File: src/rtl/axi_lite_aw_rr_arbiter.sv
// Round-robin arbiter muxing NUM_REQ AXI-lite write-address channels into one registered output beat.
// Latency: requester handshake in cycle N gives m_awvalid in cycle N+1; one beat per cycle sustained.
// Backpressure: m_awready low while full holds the beat stable and deasserts every req_awready.
module axi_lite_aw_rr_arbiter #(
    parameter int NUM_REQ = 4,
    parameter int ADDR_W  = 32,
    localparam int ID_W   = $clog2(NUM_REQ)
) (
    input  logic                      clk,
    input  logic                      reset_n,
    input  logic [NUM_REQ*ADDR_W-1:0] req_awaddr,
    input  logic [NUM_REQ-1:0]        req_awvalid,
    output logic [NUM_REQ-1:0]        req_awready,
    output logic [ADDR_W-1:0]         m_awaddr,
    output logic                      m_awvalid,
    input  logic                      m_awready,
    output logic [ID_W-1:0]           m_awid,
    output logic [ID_W-1:0]           rr_ptr
);

    typedef enum logic {EMPTY = 1'b0, FULL = 1'b1} state_t;

    state_t          state;
    logic            can_accept;
    logic            win_vld;
    logic [ID_W-1:0] win_idx;
    logic [ID_W-1:0] nxt_ptr;
    logic [ID_W:0]   scan_idx;

    // Scan from the highest offset down so the last hit is the first valid at or after rr_ptr.
    always_comb begin
        win_vld  = 1'b0;
        win_idx  = '0;
        scan_idx = '0;
        for (int i = NUM_REQ - 1; i >= 0; i--) begin
            scan_idx = {1'b0, rr_ptr} + (ID_W+1)'(i);
            if (scan_idx >= (ID_W+1)'(NUM_REQ)) begin
                scan_idx = scan_idx - (ID_W+1)'(NUM_REQ);
            end
            if (req_awvalid[scan_idx[ID_W-1:0]]) begin
                win_vld = 1'b1;
                win_idx = scan_idx[ID_W-1:0];
            end
        end
    end

    assign nxt_ptr = (win_idx == ID_W'(NUM_REQ - 1)) ? '0 : win_idx + ID_W'(1);

    // Gated by reset_n so no requester sees a handshake the held-in-reset register would drop.
    assign can_accept = reset_n & ((state == EMPTY) | m_awready);

    always_comb begin
        req_awready = '0;
        if (can_accept && win_vld) begin
            req_awready[win_idx] = 1'b1;
        end
    end

    always_ff @(posedge clk or negedge reset_n) begin
        if (!reset_n) begin
            state    <= EMPTY;
            m_awaddr <= '0;
            m_awid   <= '0;
            rr_ptr   <= '0;
        end else if (can_accept) begin
            if (win_vld) begin
                state    <= FULL;
                m_awaddr <= req_awaddr[win_idx*ADDR_W +: ADDR_W];
                m_awid   <= win_idx;
                rr_ptr   <= nxt_ptr;
            end else begin
                state <= EMPTY;
            end
        end
    end

    assign m_awvalid = (state == FULL);

endmodule

File: config.mk
export PLATFORM = sky130hd
export DESIGN_NAME = axi_lite_aw_rr_arbiter
export DESIGN_NICKNAME = d
export VERILOG_FILES = /design/src/rtl/axi_lite_aw_rr_arbiter.sv
export SDC_FILE = /design/constraint.sdc
export NUM_CORES = 1
export LEC_CHECK = 0
export CAP_MARGIN = 20
export CORE_MARGIN = 1.5
export CORE_UTILIZATION = 35
export CTS_BUF_LIST = sky130_fd_sc_hd__clkbuf_8
export DETAILED_ROUTE_END_ITERATION = 6
export PLACE_DENSITY_LB_ADDON = 0.05
export RECOVER_POWER = 50
export SETUP_SLACK_MARGIN = 0.4
export SLEW_MARGIN = 20
export SYNTH_ARGS = -nofsm -noshare
export SYNTH_HDL_FRONTEND = slang
export SYNTH_SLANG_ARGS = --single-unit
File: constraint.sdc
create_clock -name clk -period 1.9 [get_ports clk]
set_input_delay 0.285 -clock clk [delete_from_list [all_inputs] [get_ports clk]]
set_output_delay 0.285 -clock clk [all_outputs]
set_load 0.02 [all_outputs]
==> reports/metrics.csv, run 1 <==
stage,metric,value,unit
clock_tree,clk slew on worst S/H paths,0.08,ns
die,Die Ht,84.39,µm
timing,Setup TNS,-0.9299,ns
die,core area,0.006386,mm²
routing,Residual DRC,0,
place,pre-CTS WS,-0.6875,ns
cells_and_area,ant diodes,0,
logic_synthesis,top-area cell type share of the netlist area,0.3994,
clock_tree,Clock Sinks,37,
critical_path,CP max-delay cell,dfrtp_2,
power_and_ir_drop,Pleak,2.257,nW
critical_path,Worst Path Max Fanout,3,
place,GP Congestion,0.7043,
clock_tree,number of H-tree levels,2,
critical_path,reg2reg end,m_awaddr[19]$_DFFE_PN0P_,
clock_tree,CTS Buffer Depth,2,
timing,fin. max-slew vios,0,
global_routing,vias in the first global route,2593,
place,post-DP HPWL,5.895,mm
global_routing,initial antenna violation count,0,
routing,First-pass DRT Iterations,4,
logic_synthesis,"Seq/Total Area, Yosys",0.3994,
cells_and_area,most frequent cells in the layout,"clkdlybuf4s50_1 (129), mux2i_1 (62), nand2_1 (39), dlygate4sd2_1 (39), dfrtp_1 (35)",
die,number of cell rows,29,
die,die area,0.007122,mm²
routing,Routed WL,8.257,mm
routing,wire length per cell,16.75,µm
logic_synthesis,Ys Warns,0,
critical_path,Worst Path Buf+Inv,3,
critical_path,"delay-heaviest family, CP",simple AND/OR/NAND/NOR gates,
timing,post-route setup slack,-0.1011,ns
timing,Clock Skew,0.01084,ns
die,Die X,84.39,µm
flow_run,max cap viols,0,
routing,post-DR vias/cell,5.176,
global_routing,gr ovfl total,0,
critical_path,Worst Setup Start Kind,flop,
logic_synthesis,Synth Area per Inst,10.59,µm²
place,placed insts,472,
die,Initial Util,0.3630,
clock_tree,clock root buffer master,clkbuf_8,
clock_tree,CTS Buf Count,5,
timing,unrepaired setup endpoints after global routing,true,
logic_synthesis,Synth cell types,28,
global_routing,first-pass GRT wire length,12.87,mm
timing,Slew @ Worst Pin,1.003,ns
power_and_ir_drop,peak supply drop,0.0007960,V
routing,First DRT Iteration DRCs,80,
critical_path,Critical Path Sink Type,primary output,
cells_and_area,area delta synth->final,106.5,%
cells_and_area,Post-Route Utilization,0.7496,
logic_synthesis,Syn Nets,355,
logic_synthesis,"area leader, netlist",dfrtp_1,
hold_path,Hold Path Class,input port to async pin,
place,I/O Buffers,175,
critical_path,CP max stage delay,0.40,ns
logic_synthesis,synth top area cells,"dfrtp_1 (40%), mux2i_1 (28%), o221ai_1 (12%)",
timing,final period utilization,1.053,
critical_path,Crit path arrival time,1.72,ns
critical_path,cell repeated most along the worst path,inv_2,
run_status,failing checks,negative setup slack,
routing,ANT nets after route,0,
cells_and_area,Layout Nets,551,
cells_and_area,layout cell share with drive strength beyond 1,0.2188,
critical_path,Reg-to-Reg Start,rr_ptr[0]$_DFFE_PN0P_,
power_and_ir_drop,P per Cell Area,1125,mW/mm²
clock_tree,worst skew pair latency,0.28,ns
cells_and_area,Non-Filler Instances,493,
timing,Tmin final,2.001,ns
critical_path,CP startpoint,rr_ptr[0]$_DFFE_PN0P_,
critical_path,cells along the critical path,inv_2 > or3_4 > o221ai_4 > inv_2 > ha_4 > and2_4 > buf_6,
critical_path,R2R setup slack,-0.10,ns
clock_tree,CTS tree,built,
routing,total vias in the final route,2552,
critical_path,critical path class,flop to primary output,
global_routing,Total GRT Usage,0.2239,
logic_synthesis,Post-Synthesis Cells,219,
timing,FMAX,499.7,MHz
clock_tree,Hold Buf Count CTS,0,
timing,Final Hold Viols,0,
logic_synthesis,Seq cells post-synth,37,
die,IO Count,176,
timing,endpoints failing setup,20,
logic_synthesis,"Cell Area, Synth",0.002318,mm²
run_status,status,finished with violations,
timing,slew margin rel.,0.3314,
global_routing,largest net degree at the start of global routing,39,
critical_path,reg2reg path depth,11,
critical_path,CP required,1.62,ns
cells_and_area,"commonest non-fill, non-tap cell in the layout",clkdlybuf4s50_1,
cell type report:
cell class                 count  area (µm²)
clock inverter                 3       43.79
fill                         484        1599
sequential                    37       928.4
tap                           77       96.34
timing repair buffer         206        2125
inverter                       7       33.78
multi-input combinational    158        1491
clock buffer                   5       68.82
worst reg2reg max path: cells and delay by family (launching register included):
| family | cells | cell delay, ns |
|---|---|---|
| buf+inv | 7 | 0.77 |
| simple gates | 2 | 0.53 |
| flops | 1 | 0.40 |
| compound gates | 2 | 0.18 |
sequential cells by signal (all words and copies together), names as in the netlist:
name       flops
m_awid         2
rr_ptr         2
m_awaddr      32
m_awvalid      1
through the flow:
stage	hold slack (ns)	cell area, µm²	power [mW]
after CTS	0.1194	4572	5.140
after global routing	0.4284	4787	5.712
after detailed placement	0.4397	4304	4.461
after floorplan	-0.01059	2379	3.116
final	0.3538	4787	5.383
after global placement	0.4355	4304	4.413
routing by layer:
metal,GRT usage,wire (µm)
met1,0.2662,3277
met2,0.4095,4394
met3,0.06490,560
met4,0.03372,24
met5,0,0
how the worst max path moves through the flow:
stage,endpoint,cells after the start
floorplan,req_awready[3],7
global placement,req_awready[3],8
finish,req_awready[3],7
CTS,req_awready[3],7
detailed placement,req_awready[3],8
global route,req_awready[0],7
cells in the mapped netlist:
master,count
a2111oi_4,1
buf_4,1
o31ai_1,1
o21ai_2,1
nor2_2,1
o221ai_1,32
a21o_1,1
ha_1,1
nand2_1,40
a221oi_2,1
buf_2,8
mux2i_1,64
o21ai_0,1
o41a_1,1
buf_6,4
nor2b_4,1
o221ai_2,1
nor2_1,2
and2_1,1
nand2_2,2
inv_1,4
inv_2,3
o21ai_1,1
a21oi_1,1
nor3_1,3
dfrtp_1,37
or3_1,1
clkbuf_1,4
power by group:
group | total, mW | switching (mW) | internal, mW
Sequential | 1.33 | 0.195 | 1.13
Clock | 0.690 | 0.297 | 0.394
Combinational | 3.37 | 1.69 | 1.67
Total | 5.38 | 2.18 | 3.20
timing repair:
item / in CTS / in global routing
setup endpoints to repair: 77 / 40
pin swaps: 7 / 5
buffers inserted: 8 / 1
gates resized for setup: 80 / 37
cloned: 3 / 1
cell families after synthesis:
kind of cell             Yosys count  synth area share
flip-flops                        37            0.3994
AO/OA/AOI/OAI                     42            0.1673
adder cells (fa/ha/maj)            1          0.005396
AND/OR/NAND/NOR                   51           0.09390
buffers and inverters             24           0.05774
multiplexers                      64            0.2763
(Power assumes the default switching activity.)
==> run 2: changes to the inputs <==
--- a/config.mk
+++ b/config.mk
@@ -5,6 +5,7 @@
 export SDC_FILE = /design/constraint.sdc
 export NUM_CORES = 1
 export LEC_CHECK = 0
+export ABC_AREA = 0
 export CAP_MARGIN = 20
 export CORE_MARGIN = 1.5
 export CORE_UTILIZATION = 35
==> results of run 2 <==
Same layout as run 1: the final DEF is identical, and so are final timing and power.
